--- src/rtl/cpu_bus_ctrl_if.sv ---
// CPU-side request/ack and tm/ad bus-side signals of cpu_bus_ctrl, bundled for port hookup.
// slave is the controller's view; master is the view of whatever drives the CPU and bus.
interface cpu_bus_ctrl_if;
  logic        cpu_req;
  logic [3:0]  cpu_write;
  logic        cpu_error;
  logic        cpu_ack;
  logic        cpu_err_o;
  logic [31:0] cpu_rdata;
  logic        cpu_busy;
  logic [3:0]  bus_write;
  logic        mst_adrcyn;
  logic        mst_dencyn;
  logic        bus_rdyn;
  logic [31:0] bus_ad_i;

  modport slave (
    input  cpu_req, cpu_write, cpu_error, bus_rdyn, bus_ad_i,
    output cpu_ack, cpu_err_o, cpu_rdata, cpu_busy, bus_write, mst_adrcyn, mst_dencyn
  );

  modport master (
    output cpu_req, cpu_write, cpu_error, bus_rdyn, bus_ad_i,
    input  cpu_ack, cpu_err_o, cpu_rdata, cpu_busy, bus_write, mst_adrcyn, mst_dencyn
  );
endinterface

--- src/rtl/cpu_bus_ctrl.sv ---
// CPU-to-bus transfer controller: one address cycle, a data cycle stretched by bus_rdyn
// with a wait-state timeout, then a one-cycle cpu_ack. Every output is a registered copy.
module cpu_bus_ctrl #(
  parameter logic [7:0] TIMEOUT = 8'd255
) (
  input  logic           clk,
  input  logic           rst_n,
  cpu_bus_ctrl_if.slave  bus
);

  localparam int DATA_W = 32;

  typedef enum logic [1:0] {IDLE, ADDR, DATA, ACK} state_t;

  state_t            state_q, state_n;
  logic [7:0]        cnt_q, cnt_n;
  logic [3:0]        bw_n;
  logic [DATA_W-1:0] rdata_n;
  logic              err_n;

  always_comb begin
    state_n = state_q;
    cnt_n   = cnt_q;
    bw_n    = bus.bus_write;
    rdata_n = bus.cpu_rdata;
    err_n   = bus.cpu_err_o;
    unique case (state_q)
      IDLE: begin
        if (bus.cpu_req) begin
          if (bus.cpu_error) begin
            state_n = ACK;
            err_n   = 1'b1;
          end else begin
            state_n = ADDR;
            bw_n    = bus.cpu_write;
          end
        end
      end
      ADDR: begin
        state_n = DATA;
        cnt_n   = 8'd0;
      end
      DATA: begin
        // Ready is tested first so it wins over a timeout landing on the same cycle.
        if (!bus.bus_rdyn) begin
          state_n = ACK;
          err_n   = 1'b0;
          if (bus.bus_write == 4'b0000) rdata_n = bus.bus_ad_i;
        end else if (cnt_q == TIMEOUT) begin
          state_n = ACK;
          err_n   = 1'b1;
        end else begin
          cnt_n = cnt_q + 8'd1;
        end
      end
      ACK: begin
        state_n = IDLE;
        err_n   = 1'b0;
      end
      default: state_n = IDLE;
    endcase
  end

  // Outputs are decoded from the next state so they line up with the state they describe.
  always_ff @(posedge clk or negedge rst_n) begin
    if (!rst_n) begin
      state_q        <= IDLE;
      cnt_q          <= 8'd0;
      bus.bus_write  <= 4'b0000;
      bus.cpu_rdata  <= '0;
      bus.cpu_err_o  <= 1'b0;
      bus.cpu_ack    <= 1'b0;
      bus.cpu_busy   <= 1'b0;
      bus.mst_adrcyn <= 1'b1;
      bus.mst_dencyn <= 1'b1;
    end else begin
      state_q        <= state_n;
      cnt_q          <= cnt_n;
      bus.bus_write  <= bw_n;
      bus.cpu_rdata  <= rdata_n;
      bus.cpu_err_o  <= err_n;
      bus.cpu_ack    <= (state_n == ACK);
      bus.cpu_busy   <= (state_n != IDLE);
      bus.mst_adrcyn <= (state_n != ADDR);
      bus.mst_dencyn <= (state_n != DATA);
    end
  end

endmodule

--- src/flat_wrapper.sv ---
// flat-port wrapper written by rule: the top's interface ports become plain ports
module cpu_bus_ctrl_flat 
#(
  parameter logic [7:0] TIMEOUT = 8'd255
)
  (clk, rst_n, bus_cpu_req, bus_cpu_write, bus_cpu_error, bus_bus_rdyn, bus_bus_ad_i, bus_cpu_ack, bus_cpu_err_o, bus_cpu_rdata, bus_cpu_busy, bus_bus_write, bus_mst_adrcyn, bus_mst_dencyn);
  cpu_bus_ctrl_if bus_i ();
  input  logic clk;
  input  logic rst_n;
  input wire logic [$bits(bus_i.cpu_req)-1:0] bus_cpu_req;
  input wire logic [$bits(bus_i.cpu_write)-1:0] bus_cpu_write;
  input wire logic [$bits(bus_i.cpu_error)-1:0] bus_cpu_error;
  input wire logic [$bits(bus_i.bus_rdyn)-1:0] bus_bus_rdyn;
  input wire logic [$bits(bus_i.bus_ad_i)-1:0] bus_bus_ad_i;
  output wire logic [$bits(bus_i.cpu_ack)-1:0] bus_cpu_ack;
  output wire logic [$bits(bus_i.cpu_err_o)-1:0] bus_cpu_err_o;
  output wire logic [$bits(bus_i.cpu_rdata)-1:0] bus_cpu_rdata;
  output wire logic [$bits(bus_i.cpu_busy)-1:0] bus_cpu_busy;
  output wire logic [$bits(bus_i.bus_write)-1:0] bus_bus_write;
  output wire logic [$bits(bus_i.mst_adrcyn)-1:0] bus_mst_adrcyn;
  output wire logic [$bits(bus_i.mst_dencyn)-1:0] bus_mst_dencyn;
  assign bus_i.cpu_req = bus_cpu_req;
  assign bus_i.cpu_write = bus_cpu_write;
  assign bus_i.cpu_error = bus_cpu_error;
  assign bus_i.bus_rdyn = bus_bus_rdyn;
  assign bus_i.bus_ad_i = bus_bus_ad_i;
  assign bus_cpu_ack = bus_i.cpu_ack;
  assign bus_cpu_err_o = bus_i.cpu_err_o;
  assign bus_cpu_rdata = bus_i.cpu_rdata;
  assign bus_cpu_busy = bus_i.cpu_busy;
  assign bus_bus_write = bus_i.bus_write;
  assign bus_mst_adrcyn = bus_i.mst_adrcyn;
  assign bus_mst_dencyn = bus_i.mst_dencyn;
  cpu_bus_ctrl #(.TIMEOUT(TIMEOUT)) u_core (.clk(clk), .rst_n(rst_n), .bus(bus_i));
endmodule
--- config.mk ---
export PLATFORM = sky130hd
export DESIGN_NAME = cpu_bus_ctrl_flat
export DESIGN_NICKNAME = d
export VERILOG_FILES = /design/src/rtl/cpu_bus_ctrl_if.sv /design/src/rtl/cpu_bus_ctrl.sv /design/src/flat_wrapper.sv
export SDC_FILE = /design/constraint.sdc
export NUM_CORES = 1
export LEC_CHECK = 0
export ABC_AREA = 1
export BUFFER_PORTS_ARGS = -buffer_cell sky130_fd_sc_hd__buf_2
export CELL_PAD_IN_SITES_DETAIL_PLACEMENT = 1
export CELL_PAD_IN_SITES_GLOBAL_PLACEMENT = 1
export CORE_MARGIN = 5
export CORE_UTILIZATION = 32
export CTS_BUF_LIST = sky130_fd_sc_hd__clkbuf_8 sky130_fd_sc_hd__clkbuf_16
export DETAILED_ROUTE_END_ITERATION = 8
export PLACE_DENSITY_LB_ADDON = 0.25
export SLEW_MARGIN = 20
export SYNTH_ARGS = -nofsm -noshare
export SYNTH_HDL_FRONTEND = slang
export SYNTH_SLANG_ARGS = --single-unit
--- constraint.sdc ---
create_clock -name clk -period 1.4 [get_ports clk]
set_input_delay 0.28 -clock clk [delete_from_list [all_inputs] [get_ports clk]]
set_output_delay 0.28 -clock clk [all_outputs]
set_load 0.01 [all_outputs]
==> flow_metrics.py <==
metrics = {
    "run_status": {
        "status": "complete, but fails checks",
        "violations": "setup timing",
    },
    "placed_design": {
        "hpwl_mm": 4.992,
        "portBuffers": 81,
        "place_congestion": 0.7847,
        "place_ws_ps": -65.19,
    },
    "setup_path": {
        "worstSetupEndpointType": "flop",
        "critPathMaxStageDelay_ps": 400,
        "crit_type": "flop to flop",
        "critPathLaunchType": "flop",
        "r2r_start": "u_core.state_q[0]$_DFF_PN0_",
        "crit_chain": "inv_2 -> ha_4 -> nand2_4 -> nor3_4 -> nand2_2 -> clkbuf_16 -> nand2_4 -> nand2_2",
        "crit_arrival_ps": 1620,
        "crit_path_start": "u_core.state_q[0]$_DFF_PN0_",
        "crit_slowest_cell": "dfrtp_1",
        "required_ps": 1610,
        "worst-path-max-fanout": 8,
    },
    "sta": {
        "grt_setup_unrepaired": "true",
        "final.setup.tns_ps": -39.74,
        "maxSlewViolCount": 0,
        "worst_pin_slew_ps": 400.6,
        "fin_crit_sh_pct": 100.9,
        "finalCriticalPeriod_ps": 1413,
        "fin_skew_ps": 9.530,
        "final-hold-violation-count": 0,
        "fin_ws_ps": -12.88,
        "setup_viol": 7,
        "relSlewSlack_pct": 73.29,
        "fmax_ghz": 0.7078,
    },
    "synth": {
        "mappedNetlistNets": 310,
        "syn_area_per_cell_um2": 8.825,
        "yosys.area.top_type": "dfrtp_1",
        "netlist-cell-type-count": 24,
        "synth.top_cell.area_share_pct": 52.83,
        "seq_area_frac_synth_pct": 55.09,
        "synth.top_cells.by_area": "dfrtp_1, nand2_1, nand3_1",
        "ys_warn_count": 0,
        "synth-seq-cells": 51,
        "synth_area_mm2": 0.002321,
        "synthCells": 263,
    },
    "route": {
        "drc_errors": 0,
        "vias": 2122,
        "final_antenna_net_count": 0,
        "first_iter_violations": 51,
        "vias_per_cell": 4.573,
        "routedWlPerCell_um": 15.10,
        "routed_wl_mm": 7.006,
        "first_pass_iters": 4,
    },
    "job": {
        "cap_violations": 0,
    },
    "clock_tree": {
        "clkTransAtPathRegs_ps": 100,
        "clock_path_buffers": 2,
        "cts.sinks": 51,
        "clock_latency_ps": 310,
        "h-tree-depth": 2,
        "cts_made_buffers": 5,
        "tritoncts": "built",
        "ctsRootBufferMaster": "clkbuf_8",
    },
    "power": {
        "p_leak_nw": 1.719,
        "p_per_area_mw_per_mm2": 1954,
        "ir_worst_vdd_uv": 943.8,
    },
    "floorplan": {
        "std_cell_rows": 31,
        "die_w_um": 95.17,
        "die_y_um": 95.17,
        "initial_core_util_pct": 32.35,
        "ioPinCount": 82,
        "core-area_mm2": 0.007176,
        "die_area_mm2": 0.009056,
    },
    "worst_hold_path": {
        "hp-start": "bus_bus_ad_i[24]",
        "holdCritPathClass": "primary input to flop",
    },
    "cells_and_area": {
        "mostFrequentLayoutCell": "buf_2",
        "finalNetCount": 411,
        "multi_input_area_mm2": 0.001081,
        "layout_common_cells": "buf_2, nand2_1, dfrtp_1",
        "fill_cells": 866,
        "final-seq-area_mm2": 0.001279,
        "drive_above_1_share_pct": 44.38,
        "antennaDiodeCount": 0,
        "area_growth_pct": 41.29,
    },
    "global_route": {
        "grt_pass1_vias": 2122,
        "grt_overflow_total": 0,
        "grt_max_degree": 23,
        "antenna_found_initial": 1,
        "grt_use_total_pct": 14.88,
        "grt_pass1_wl_mm": 10.39,
    },
}
[final timing paths]
kind | to | cells after the start | slack [ps]
worst max-delay path | u_core.bus.cpu_rdata[13]$_DFFE_PN0P_ | 8 | -10
worst min-delay path | u_core.bus.cpu_rdata[24]$_DFFE_PN0P_ | 3 | 190
worst max register to register | u_core.bus.cpu_rdata[13]$_DFFE_PN0P_ | 8 | -10
worst min register to register | u_core.bus.cpu_rdata[24]$_DFFE_PN0P_ | 2 | 470
max in group asynchronous | u_core.bus.mst_adrcyn$_DFF_PN1_ | 3 | 460
min in group asynchronous | u_core.bus.cpu_rdata[27]$_DFFE_PN0P_ | 2 | 420
[registers in the layout, summed over array words and instances (netlist names)]
| signal | count |
|---|---|
| u_core.bus.cpu_rdata | 32 |
| u_core.cnt_q | 8 |
| u_core.bus.bus_write | 4 |
| u_core.state_q | 2 |
| u_core.bus.cpu_ack | 1 |
| u_core.bus.cpu_busy | 1 |
| u_core.bus.cpu_err_o | 1 |
| u_core.bus.mst_adrcyn | 1 |
| u_core.bus.mst_dencyn | 1 |
[layout make-up]
| type | instances | share of cell area, % |
|---|---|---|
| Inverter | 14 | 1.602 |
| Clock inverter | 2 | 0.3815 |
| Tap cell | 99 | 3.777 |
| Clock buffer | 6 | 2.518 |
| Sequential cell | 51 | 38.99 |
| Multi-Input combinational cell | 189 | 32.96 |
| Timing Repair Buffer | 103 | 19.76 |
[power breakdown]
group / internal [mW] / total [mW] / switching (mW)
Combinational: 1.29 / 3.02 / 1.73
Sequential: 2.08 / 2.47 / 0.389
Clock: 0.399 / 0.914 / 0.514
[synthesized netlist by cell type]
| master | instances |
|---|---|
| ha_1 | 6 |
| o21ai_1 | 1 |
| a21oi_1 | 2 |
| buf_4 | 3 |
| dfstp_2 | 2 |
| nor3_4 | 1 |
| nor2_1 | 12 |
| nand4_1 | 1 |
| nor3b_1 | 2 |
| dfrtp_1 | 49 |
| buf_2 | 3 |
| o21bai_1 | 1 |
| or2_2 | 1 |
| nand3_2 | 2 |
| buf_6 | 3 |
| inv_1 | 13 |
| mux2_2 | 4 |
| nand3_1 | 44 |
| nand2_2 | 2 |
| nand3b_1 | 1 |
| nand2_1 | 102 |
| o21ai_0 | 6 |
| clkbuf_8 | 1 |
| inv_2 | 1 |
[metal layers]
metal | wire (µm) | part of all wire, % | track usage, %
met1 | 3048 | 44 | 19.43
met2 | 3338 | 48 | 23.97
met3 | 511 | 7.3 | 3.788
met4 | 100 | 1.4 | 5.048
met5 | 7 | 0.10 | 0
[logic make-up after synthesis]
family	share of synthesized area [%]
fa+ha+maj	3.234
flops	55.09
buf+inv	5.929
simple gates	31.54
mux	1.941
compound gates	2.264
[critical path, delay by kind of cell, from the launching register on]
family                   cells  cell delay, ps
AND/OR/NAND/NOR              5             440
adder cells (fa/ha/maj)      1             160
buffers and inverters        2             310
flip-flops                   1             400
[per-stage QoR]
step           total power, mW  cells  cell area, µm²  hold WS [ps]  utilization [%]
4_1_cts                  6.137    461            3112         188.2            43.37
6_report                 6.406    464            3279         190.5            45.70
2_1_floorplan            3.909    263            2341        -15.59                -
5_1_grt                  6.902    464            3279         185.3            45.70
3_3_place_gp             5.006    448            2938         227.0            40.94
3_5_place_dp             5.106    448            2938         224.1            40.94
[repair_timing]
item                                    4_1_cts  5_1_grt
endpoints found under the hold margin        12        0
gates resized for setup                       7       46
hold buffers                                  1        0
pin swaps                                     3        3
endpoints found under the setup margin       46       47
cloned                                        1        2
setup buffers                                 3        1
No activity file was read; power rests on OpenSTA's default activity.
